File: src/rtl/rc4_decrypt_loop.sv
// RC4 PRGA/decrypt loop: generates the keystream from the permuted S memory,
// decrypts the ROM message byte by byte and hands each character to check_char.
// Optional early reject of non-lowercase/non-space characters: RC4_EARLY_REJECT_EN.
//
// state    | meaning
// ---------+-----------------------------------------------------------
// IDLE     | waiting for start from the key-scheduling loop
// INC_I    | i <= i+1, present S[i] address
// WAIT_SI  | S memory read latency
// READ_SI  | capture S[i], j <= j+S[i], present S[j] address
// WAIT_SJ  | S memory read latency
// READ_SJ  | capture S[j]
// WR_I     | write S[i] <= S[j]
// WR_J     | write S[j] <= S[i]
// ADDR_F   | present S[S[i]+S[j]] and ROM[k] addresses
// WAIT_F   | S/ROM read latency
// READ_F   | capture keystream byte f and encrypted byte
// WR_DEC   | write decrypted byte to RAM, latch char_out
// EMIT     | raise new_char (or reject) for one cycle
// WAIT_ACK | wait for check_char to accept the character
// DONE     | all MSG_LEN characters accepted
module rc4_decrypt_loop #(
  parameter int MSG_LEN = 32,
  parameter int K_W     = 6
) (
  input  logic           clok,
  input  logic           resetm,
  input  logic           start,
  input  logic           start_over,
  input  logic           char_ack,
  output logic [7:0]     s_addr,
  output logic [7:0]     s_wrdata,
  output logic           s_wren,
  input  logic [7:0]     s_rddata,
  output logic [4:0]     rom_addr,
  input  logic [7:0]     rom_rddata,
  output logic [4:0]     dec_addr,
  output logic [7:0]     dec_wrdata,
  output logic           dec_wren,
  output logic [7:0]     char_out,
  output logic           new_char,
  output logic [K_W-1:0] char_count,
  output logic           busy,
  output logic           done,
  output logic           reject
);

  typedef enum logic [3:0] {
    IDLE,
    INC_I,
    WAIT_SI,
    READ_SI,
    WAIT_SJ,
    READ_SJ,
    WR_I,
    WR_J,
    ADDR_F,
    WAIT_F,
    READ_F,
    WR_DEC,
    EMIT,
    WAIT_ACK,
    DONE
  } state_t;

  state_t         state;
  state_t         state_nx;
  logic [7:0]     i;
  logic [7:0]     j;
  logic [7:0]     si;
  logic [7:0]     sj;
  logic [7:0]     f;
  logic [7:0]     enc;
  logic [K_W-1:0] k;
  logic [7:0]     dec_byte;
  logic           in_busy;
  logic           last_char;

  assign in_busy    = (state != IDLE) && (state != DONE);
  assign busy       = in_busy;
  assign done       = (state == DONE);
  assign char_count = k;
  assign dec_byte   = f ^ enc;
  assign last_char  = (k == K_W'(MSG_LEN - 1));

`ifdef RC4_EARLY_REJECT_EN
  logic rej_pend;
  logic reject_q;
  logic char_bad;

  assign char_bad = !(((dec_byte >= 8'd97) && (dec_byte <= 8'd122)) || (dec_byte == 8'd32));
  assign reject   = reject_q;
`else
  assign reject = 1'b0;
`endif

  always_ff @(posedge clok) begin
    if (resetm) begin
      state <= IDLE;
    end else begin
      state <= state_nx;
    end
  end

  always_comb begin
    state_nx = state;
    case (state)
      IDLE:     if (start) state_nx = INC_I;
      INC_I:    state_nx = WAIT_SI;
      WAIT_SI:  state_nx = READ_SI;
      READ_SI:  state_nx = WAIT_SJ;
      WAIT_SJ:  state_nx = READ_SJ;
      READ_SJ:  state_nx = WR_I;
      WR_I:     state_nx = WR_J;
      WR_J:     state_nx = ADDR_F;
      ADDR_F:   state_nx = WAIT_F;
      WAIT_F:   state_nx = READ_F;
      READ_F:   state_nx = WR_DEC;
      WR_DEC:   state_nx = EMIT;
      EMIT: begin
`ifdef RC4_EARLY_REJECT_EN
        state_nx = rej_pend ? IDLE : WAIT_ACK;
`else
        state_nx = WAIT_ACK;
`endif
      end
      WAIT_ACK: if (char_ack) state_nx = last_char ? DONE : INC_I;
      DONE:     if (start) state_nx = INC_I;
      default:  state_nx = IDLE;
    endcase
    // abort beats everything, including a simultaneous char_ack or start
    if (start_over) state_nx = IDLE;
  end

  always_ff @(posedge clok) begin
    if (resetm) begin
      i          <= 8'd0;
      j          <= 8'd0;
      k          <= '0;
      si         <= 8'd0;
      sj         <= 8'd0;
      f          <= 8'd0;
      enc        <= 8'd0;
      char_out   <= 8'd0;
      s_addr     <= 8'd0;
      s_wrdata   <= 8'd0;
      s_wren     <= 1'b0;
      rom_addr   <= 5'd0;
      dec_addr   <= 5'd0;
      dec_wrdata <= 8'd0;
      dec_wren   <= 1'b0;
      new_char   <= 1'b0;
`ifdef RC4_EARLY_REJECT_EN
      rej_pend   <= 1'b0;
      reject_q   <= 1'b0;
`endif
    end else begin
      // strobes default low so they are single-cycle and cleared on abort
      s_wren   <= 1'b0;
      dec_wren <= 1'b0;
      new_char <= 1'b0;
`ifdef RC4_EARLY_REJECT_EN
      reject_q <= 1'b0;
`endif
      if (start_over) begin
        i <= 8'd0;
        j <= 8'd0;
        k <= '0;
      end else begin
        case (state)
          IDLE, DONE: begin
            if (start) begin
              i <= 8'd0;
              j <= 8'd0;
              k <= '0;
            end
          end
          INC_I: begin
            i      <= i + 8'd1;
            s_addr <= i + 8'd1;
          end
          READ_SI: begin
            si     <= s_rddata;
            j      <= j + s_rddata;
            s_addr <= j + s_rddata;
          end
          READ_SJ: sj <= s_rddata;
          WR_I: begin
            s_addr   <= i;
            s_wrdata <= sj;
            s_wren   <= 1'b1;
          end
          WR_J: begin
            s_addr   <= j;
            s_wrdata <= si;
            s_wren   <= 1'b1;
          end
          ADDR_F: begin
            s_addr   <= si + sj;
            rom_addr <= 5'(k);
          end
          READ_F: begin
            f   <= s_rddata;
            enc <= rom_rddata;
          end
          WR_DEC: begin
            dec_addr   <= 5'(k);
            dec_wrdata <= dec_byte;
            dec_wren   <= 1'b1;
            char_out   <= dec_byte;
`ifdef RC4_EARLY_REJECT_EN
            rej_pend   <= char_bad;
`endif
          end
          EMIT: begin
`ifdef RC4_EARLY_REJECT_EN
            reject_q <= rej_pend;
            new_char <= !rej_pend;
            rej_pend <= 1'b0;
`else
            new_char <= 1'b1;
`endif
          end
          WAIT_ACK: if (char_ack) k <= k + 1'b1;
          default: ;
        endcase
      end
    end
  end

endmodule

File: config.mk
export PLATFORM = sky130hd
export DESIGN_NAME = rc4_decrypt_loop
export DESIGN_NICKNAME = d
export VERILOG_FILES = /design/src/rtl/rc4_decrypt_loop.sv
export SDC_FILE = /design/constraint.sdc
export NUM_CORES = 1
export LEC_CHECK = 0
export CAP_MARGIN = 20
export CORE_MARGIN = 5
export CORE_UTILIZATION = 58
export DETAILED_ROUTE_END_ITERATION = 10
export PLACE_DENSITY = 0.87
export SKIP_LAST_GASP = 1
export SLEW_MARGIN = 10
export SYNTH_ARGS = -nofsm -noshare
export SYNTH_HDL_FRONTEND = slang
export SYNTH_SLANG_ARGS = --single-unit
export TNS_END_PERCENT = 20
File: constraint.sdc
create_clock -name clok -period 4.8 [get_ports clok]
set_input_delay 0.96 -clock clok [delete_from_list [all_inputs] [get_ports clok]]
set_output_delay 0.96 -clock clok [all_outputs]
set_load 0.01 [all_outputs]
==> impl_metrics.py, run 1 <==
metrics = {
    "outcome": {
        "run_status": "finished, final reports clean",
    },
    "timing": {
        "fin_worst_skew_ns": 0.009818,
        "min_period_over_period": 0.6869,
        "relSlewSlack": 0.3608,
        "rsz0062_at_grt": "no",
        "final-setup-viol-count": 0,
        "hold_viol_final": 0,
        "worstMarginPinSlew_ns": 0.9577,
        "tns_ns": 0,
        "fmax_mhz": 303.3,
        "slew_viol_final": 0,
        "min_period_ns": 3.297,
    },
    "drt": {
        "routed_wl_um": 12280,
        "vias": 4433,
        "drt_iter0_markers": 217,
        "detail-route-antenna-nets": 0,
        "routedWlPerCell_um": 16.39,
        "drt_pass1_iterations": 5,
        "drcViolationCount": 0,
        "vias_per_cell": 5.919,
    },
    "final_layout": {
        "fin_nets": 678,
        "drive_above_1_share": 0.06832,
        "n_antenna_cell": 0,
        "final_area_sq_um": 5783,
        "utilization": 0.7003,
        "area_growth_pct": 17.37,
        "finalNonFillerCells": 749,
    },
    "logic_synthesis": {
        "synth_top_area_share": 0.3860,
        "synth_nets": 631,
        "ys.flop_type": "dfxtp_1",
        "synth_area_sq_um": 4927,
        "ys_seq_area_frac": 0.3860,
        "ys_types": 68,
        "synthTopCellsByArea": "dfxtp_1 (39%), nand2_1 (6.9%), a21oi_1 (6.4%)",
        "synthCells": 592,
        "synthTopCellsByCount": "dfxtp_1 (95), nand2_1 (91), nor2_1 (69)",
        "synthArstFlopShare": 0,
        "yosysTopAreaCell": "dfxtp_1",
        "synth_warnings": 0,
        "ys_ff_latch": 95,
        "synth_edf_count": 0,
        "syn_area_per_cell_sq_um": 8.323,
        "yosysMostFrequentCell": "dfxtp_1",
    },
    "placed_design": {
        "port_buffers": 73,
        "gp_congestion": 0.8966,
        "place_inst": 732,
        "placed_cell_area_sq_um": 5565,
        "dp_hpwl_um": 8866,
    },
    "cts": {
        "cts_root_buf": "clkbuf_8",
        "post_cts_buffers": 0,
        "cts_sinks": 95,
        "h-tree-depth": 3,
        "ctsHoldBuffers": 0,
        "cts_tree": "done",
        "clkTransAtPathRegs_ns": 0.10,
        "cts_buffers": 9,
        "ctsResizeCount": 0,
        "clk_path_buf_depth": 2,
        "insertion_delay_ns": 0.38,
    },
    "grt": {
        "track_usage": 0.2368,
        "antenna_found_initial": 0,
        "grt_max_degree": 67,
        "grt_pass1_wl_um": 19680,
        "grt_pass1_vias": 4171,
        "globalRouteOverflowTotal": 0,
    },
    "hold_path": {
        "hp-start": "dec_addr[4]$_SDFFE_PP0P_",
        "hold_class": "reg2reg",
        "min_to": "dec_addr[4]$_SDFFE_PP0P_",
        "hold_depth": 2,
    },
    "setup_path": {
        "cp-end-kind": "primary output",
        "start_kind": "flop",
        "rrSetupSlack_ns": 1.96,
        "critPathRequiredTime_ns": 3.84,
        "crit_fanout": 21,
        "r2r_end": "si[1]$_SDFFE_PP0P_",
        "r2r_start": "state[1]$_SDFFE_PP0P_",
        "cp.arrival_ns": 2.34,
        "path_class": "reg2out",
        "r2r_cells": 5,
    },
    "floorplanning": {
        "die_h_um": 102.2,
        "start_util": 0.5967,
        "core_sq_um": 8258,
        "row_count": 33,
        "fp.dieW_um": 102.2,
        "die_area_sq_um": 10440,
        "boundaryPins": 75,
    },
    "flow_run": {
        "maxCapViolCount": 0,
    },
    "pwr": {
        "p_leak_nw": 1.952,
        "power_density_nw_per_um2": 243.8,
        "vdd_drop_max_v": 0.0001777,
    },
}
## layout make-up
class	count	area [sq um]
fill	653	2475
timing repair buffer	76	760.7
sequential	95	1902
clock inverter	7	73.82
multi-input combinational	444	2743
inverter	13	48.80
tap	105	131.4
clock buffer	9	123.9
## worst max path at each step
stage | from | to | slack, ns | depth (start not counted)
after floorplan | s_rddata[0] | s_addr[6]$_SDFFE_PP0P_ | 2.17 | 9
after global placement | s_rddata[0] | s_addr[6]$_SDFFE_PP0P_ | 1.51 | 10
after detailed placement | s_rddata[0] | s_addr[6]$_SDFFE_PP0P_ | 1.45 | 10
after CTS | state[3]$_SDFFE_PP0P_ | done | 1.51 | 3
after global routing | state[3]$_SDFFE_PP0P_ | done | 1.39 | 3
final | state[3]$_SDFFE_PP0P_ | done | 1.50 | 3
## logic make-up after synthesis
kind of cell / share of synthesized area
other cells: 0.0007611
simple gates: 0.2186
mux: 0.03453
xor+xnor: 0.04266
compound gates: 0.2113
fa+ha+maj: 0.04876
buf+inv: 0.05739
flops: 0.3860
## stage by stage
stage / hold slack [ns] / setup slack [ns] / total power, mW
2_1_floorplan: 0.4488 / 2.171 / 0.8651
3_3_place_gp: 0.4519 / 1.514 / 0.8956
3_5_place_dp: 0.4536 / 1.453 / 0.8981
4_1_cts: 0.4676 / 1.513 / 1.412
5_1_grt: 0.5025 / 1.389 / 1.455
6_report: 0.4734 / 1.503 / 1.410
## per-layer routing
| metal | vias to the layer above | track usage | wire [um] |
|---|---|---|---|
| met2 | 149 | 0.3868 | 5905 |
| met3 | 33 | 0.04164 | 777 |
| li1 | 2168 | - | - |
| met4 | 0 | 0.1181 | 382 |
| met1 | 2083 | 0.3014 | 5214 |
| met5 | - | 0 | 0 |
## cell usage in the layout (no fill, tap or decap), types with 3 or more instances in the layout
cell              n
mux2i_1          17
nor4_1            3
nor2_1           69
a21o_1            3
xnor2_1          15
a21oi_1          63
nand4_1           4
clkdlybuf4s50_1  72
inv_1            11
or3_1             6
nand2b_1          7
dfxtp_1          95
nand3_1           6
o21ai_0          27
nor3_1            5
ha_1             16
clkbuf_8          9
a211oi_1         22
o21bai_1          3
o21a_1            5
nor4_4            3
xor2_1            9
and3_1            4
a22o_1            3
inv_8             3
o21ai_1           5
nor3_2            3
nor2b_1           6
a22oi_1           3
nand2_1          91
## critical path, cell delays in order (launching register included)
cell             delay (ns)
dfxtp_1                0.81
nand2_1                0.41
nor2_1                 0.19
clkdlybuf4s50_1        0.55
## where the power goes
part           switching [mW]  internal [mW]
logic                  0.0532         0.0362
registers             0.00475          0.789
clock network           0.322          0.205
Note: power is estimated with default switching activity, not from simulation.
==> inputs of run 2 (changes only) <==
Settings changed: CORE_UTILIZATION 58 to 49, PLACE_DENSITY 0.87 to 0.78.
Clock period 4.8 ns to 3 ns, I/O delays scaled along.
==> impl_metrics.py, run 2 (synthesis results as in run 1) <==
metrics = {
    "final_layout": {
        "final_cell_mix": "dfxtp_1 (95), nand2_1 (91), clkdlybuf4s50_1 (72)",
        "n_antenna_cell": 0,
        "fillCellCount": 898,
        "area_growth_pct": 19.83,
        "multi_input_area_sq_um": 2743,
        "drive_above_1_share": 0.08676,
        "seq_area_sq_um": 1902,
        "final_common_cell": "dfxtp_1",
        "fin_nets": 691,
    },
    "timing": {
        "hold_viol_final": 0,
        "rsz0062_at_grt": "no",
        "min_period_ns": 2.764,
        "fmax_mhz": 361.8,
        "slew_viol_final": 0,
        "tns_ns": 0,
        "final-setup-viol-count": 0,
        "worstMarginPinSlew_ns": 0.8480,
        "min_period_over_period": 0.9212,
        "relSlewSlack": 0.4339,
        "fin_worst_skew_ns": 0.01821,
    },
    "placed_design": {
        "dp_hpwl_um": 9381,
        "gp_congestion": 0.9383,
        "port_buffers": 73,
    },
    "hold_path": {
        "hold_class": "reg2reg",
    },
    "pwr": {
        "switching_power_mw": 0.6090,
        "pwr-share-seq": 0.562,
        "power_density_nw_per_um2": 382.6,
        "vdd_drop_max_v": 0.0002664,
        "p_comb_frac": 0.064,
        "pwr-share-clk": 0.374,
        "p_leak_nw": 2.014,
        "switching_share": 0.2696,
        "power.internal_mw": 1.650,
        "power_mw": 2.259,
    },
    "floorplanning": {
        "die_h_um": 110.3,
        "boundaryPins": 75,
        "start_util": 0.5041,
        "row_count": 36,
        "fp.dieW_um": 110.3,
        "die_area_sq_um": 12160,
        "core_sq_um": 9774,
    },
    "cts": {
        "cts_tree": "done",
        "ctsResizeCount": 0,
        "clk_path_buf_depth": 2,
        "cts_sinks": 95,
        "post_cts_buffers": 0,
        "clkTransAtPathRegs_ns": 0.11,
        "cts_buffers": 9,
        "cts_root_buf": "clkbuf_8",
        "insertion_delay_ns": 0.37,
        "ctsHoldBuffers": 0,
        "h-tree-depth": 3,
    },
    "drt": {
        "routedWlPerCell_um": 15.94,
        "routed_wl_um": 12590,
        "drt_pass1_iterations": 5,
        "wl_met2_um": 6157,
        "routed.top_layer": "met4",
        "vias_per_cell": 5.599,
        "drcViolationCount": 0,
        "vias": 4423,
        "drt_iter0_markers": 187,
        "detail-route-antenna-nets": 0,
        "routed-wl-met3_um": 792,
        "wl_met1_um": 5422,
    },
    "setup_path": {
        "crit_fanout": 22,
        "cp.arrival_ns": 2.16,
        "cp-end-kind": "primary output",
        "r2r_start": "state[1]$_SDFFE_PP0P_",
        "cp_slowest_stage_delay_ns": 0.89,
        "cp_cell_sequence": "or3_1, a21o_1, clkdlybuf4s50_1",
        "cp_slowest_cell": "dfxtp_1",
        "r2r_end": "s_addr[1]$_SDFFE_PP0P_",
        "cp-startpoint": "state[1]$_SDFFE_PP0P_",
        "critPathRequiredTime_ns": 2.40,
        "critPathCapture": "busy",
        "rrSetupSlack_ns": 0.59,
        "r2r_cells": 6,
        "start_kind": "flop",
        "path_class": "reg2out",
    },
    "grt": {
        "antenna_found_initial": 0,
        "track_usage": 0.2099,
        "globalRouteOverflowTotal": 0,
        "grt_max_degree": 63,
        "grt_pass1_wl_um": 20240,
        "grt_pass1_vias": 4148,
    },
    "outcome": {
        "run_status": "finished, final reports clean",
    },
    "flow_run": {
        "maxCapViolCount": 0,
    },
}
run 2: changes by cell type in the layout (fill, tap and decap cells not counted):
cell,change
buf_12,-1
buf_4,+14
clkinv_4,+2
clkinvlp_4,-1
inv_6,-1
run 2: power by group through the flow:
stage	combinational (mW)	clock (mW)	sequential [mW]
global route	0.156	0.915	1.27
detailed placement	0.142	0	1.30
global placement	0.140	0	1.30
floorplan	0.0902	0	1.29
finish	0.144	0.845	1.27
CTS	0.143	0.857	1.27
run 2: final cells by class:
cell class              count  area share
multi-input cells         444      0.4645
flip-flops and latches     95      0.3221
repair buffers             89      0.1433
well taps                 133     0.02818
clock buffers               9     0.02098
clock inverters             7     0.01271
inverters                  13    0.008264
run 2: worst min path at each step:
stage / from / to / slack (ns) / cells after the start
after floorplan: enc[0]$_SDFFE_PP0P_ / enc[0]$_SDFFE_PP0P_ / 0.45 / 2
final: dec_addr[0]$_SDFFE_PP0P_ / dec_addr[0]$_SDFFE_PP0P_ / 0.46 / 2
after detailed placement: dec_addr[0]$_SDFFE_PP0P_ / dec_addr[0]$_SDFFE_PP0P_ / 0.45 / 2
after global routing: dec_addr[0]$_SDFFE_PP0P_ / dec_addr[0]$_SDFFE_PP0P_ / 0.49 / 2
after global placement: dec_addr[1]$_SDFFE_PP0P_ / dec_addr[1]$_SDFFE_PP0P_ / 0.44 / 2
after CTS: dec_addr[0]$_SDFFE_PP0P_ / dec_addr[0]$_SDFFE_PP0P_ / 0.46 / 2
run 2: layer usage:
layer | global-route usage | vias to the layer above
met3 | 0.04193 | 20
met1 | 0.2661 | 2091
li1 | - | 2190
met2 | 0.3592 | 122
met4 | 0.06596 | 0
met5 | 0 | -
run 2: per-stage QoR:
stage,hold WS [ns],worst slack (ns),instances,utilization,instance area [sq um]
finish,0.4594,0.2364,790,0.6041,5904
global route,0.4854,0.09848,790,0.6041,5904
CTS,0.4636,0.2365,790,0.6041,5904
detailed placement,0.4477,0.08796,774,0.5837,5705
global placement,0.4444,0.1099,774,0.5837,5705
floorplan,0.4488,0.7310,592,-,4927
run 2: critical path, delay by kind of cell (launching register included):
kind | cells | cell delay, ns
DFF | 1 | 0.89
buffers and inverters | 1 | 0.54
and+or+nand+nor | 1 | 0.23
AOI/OAI and AO/OA | 1 | 0.14
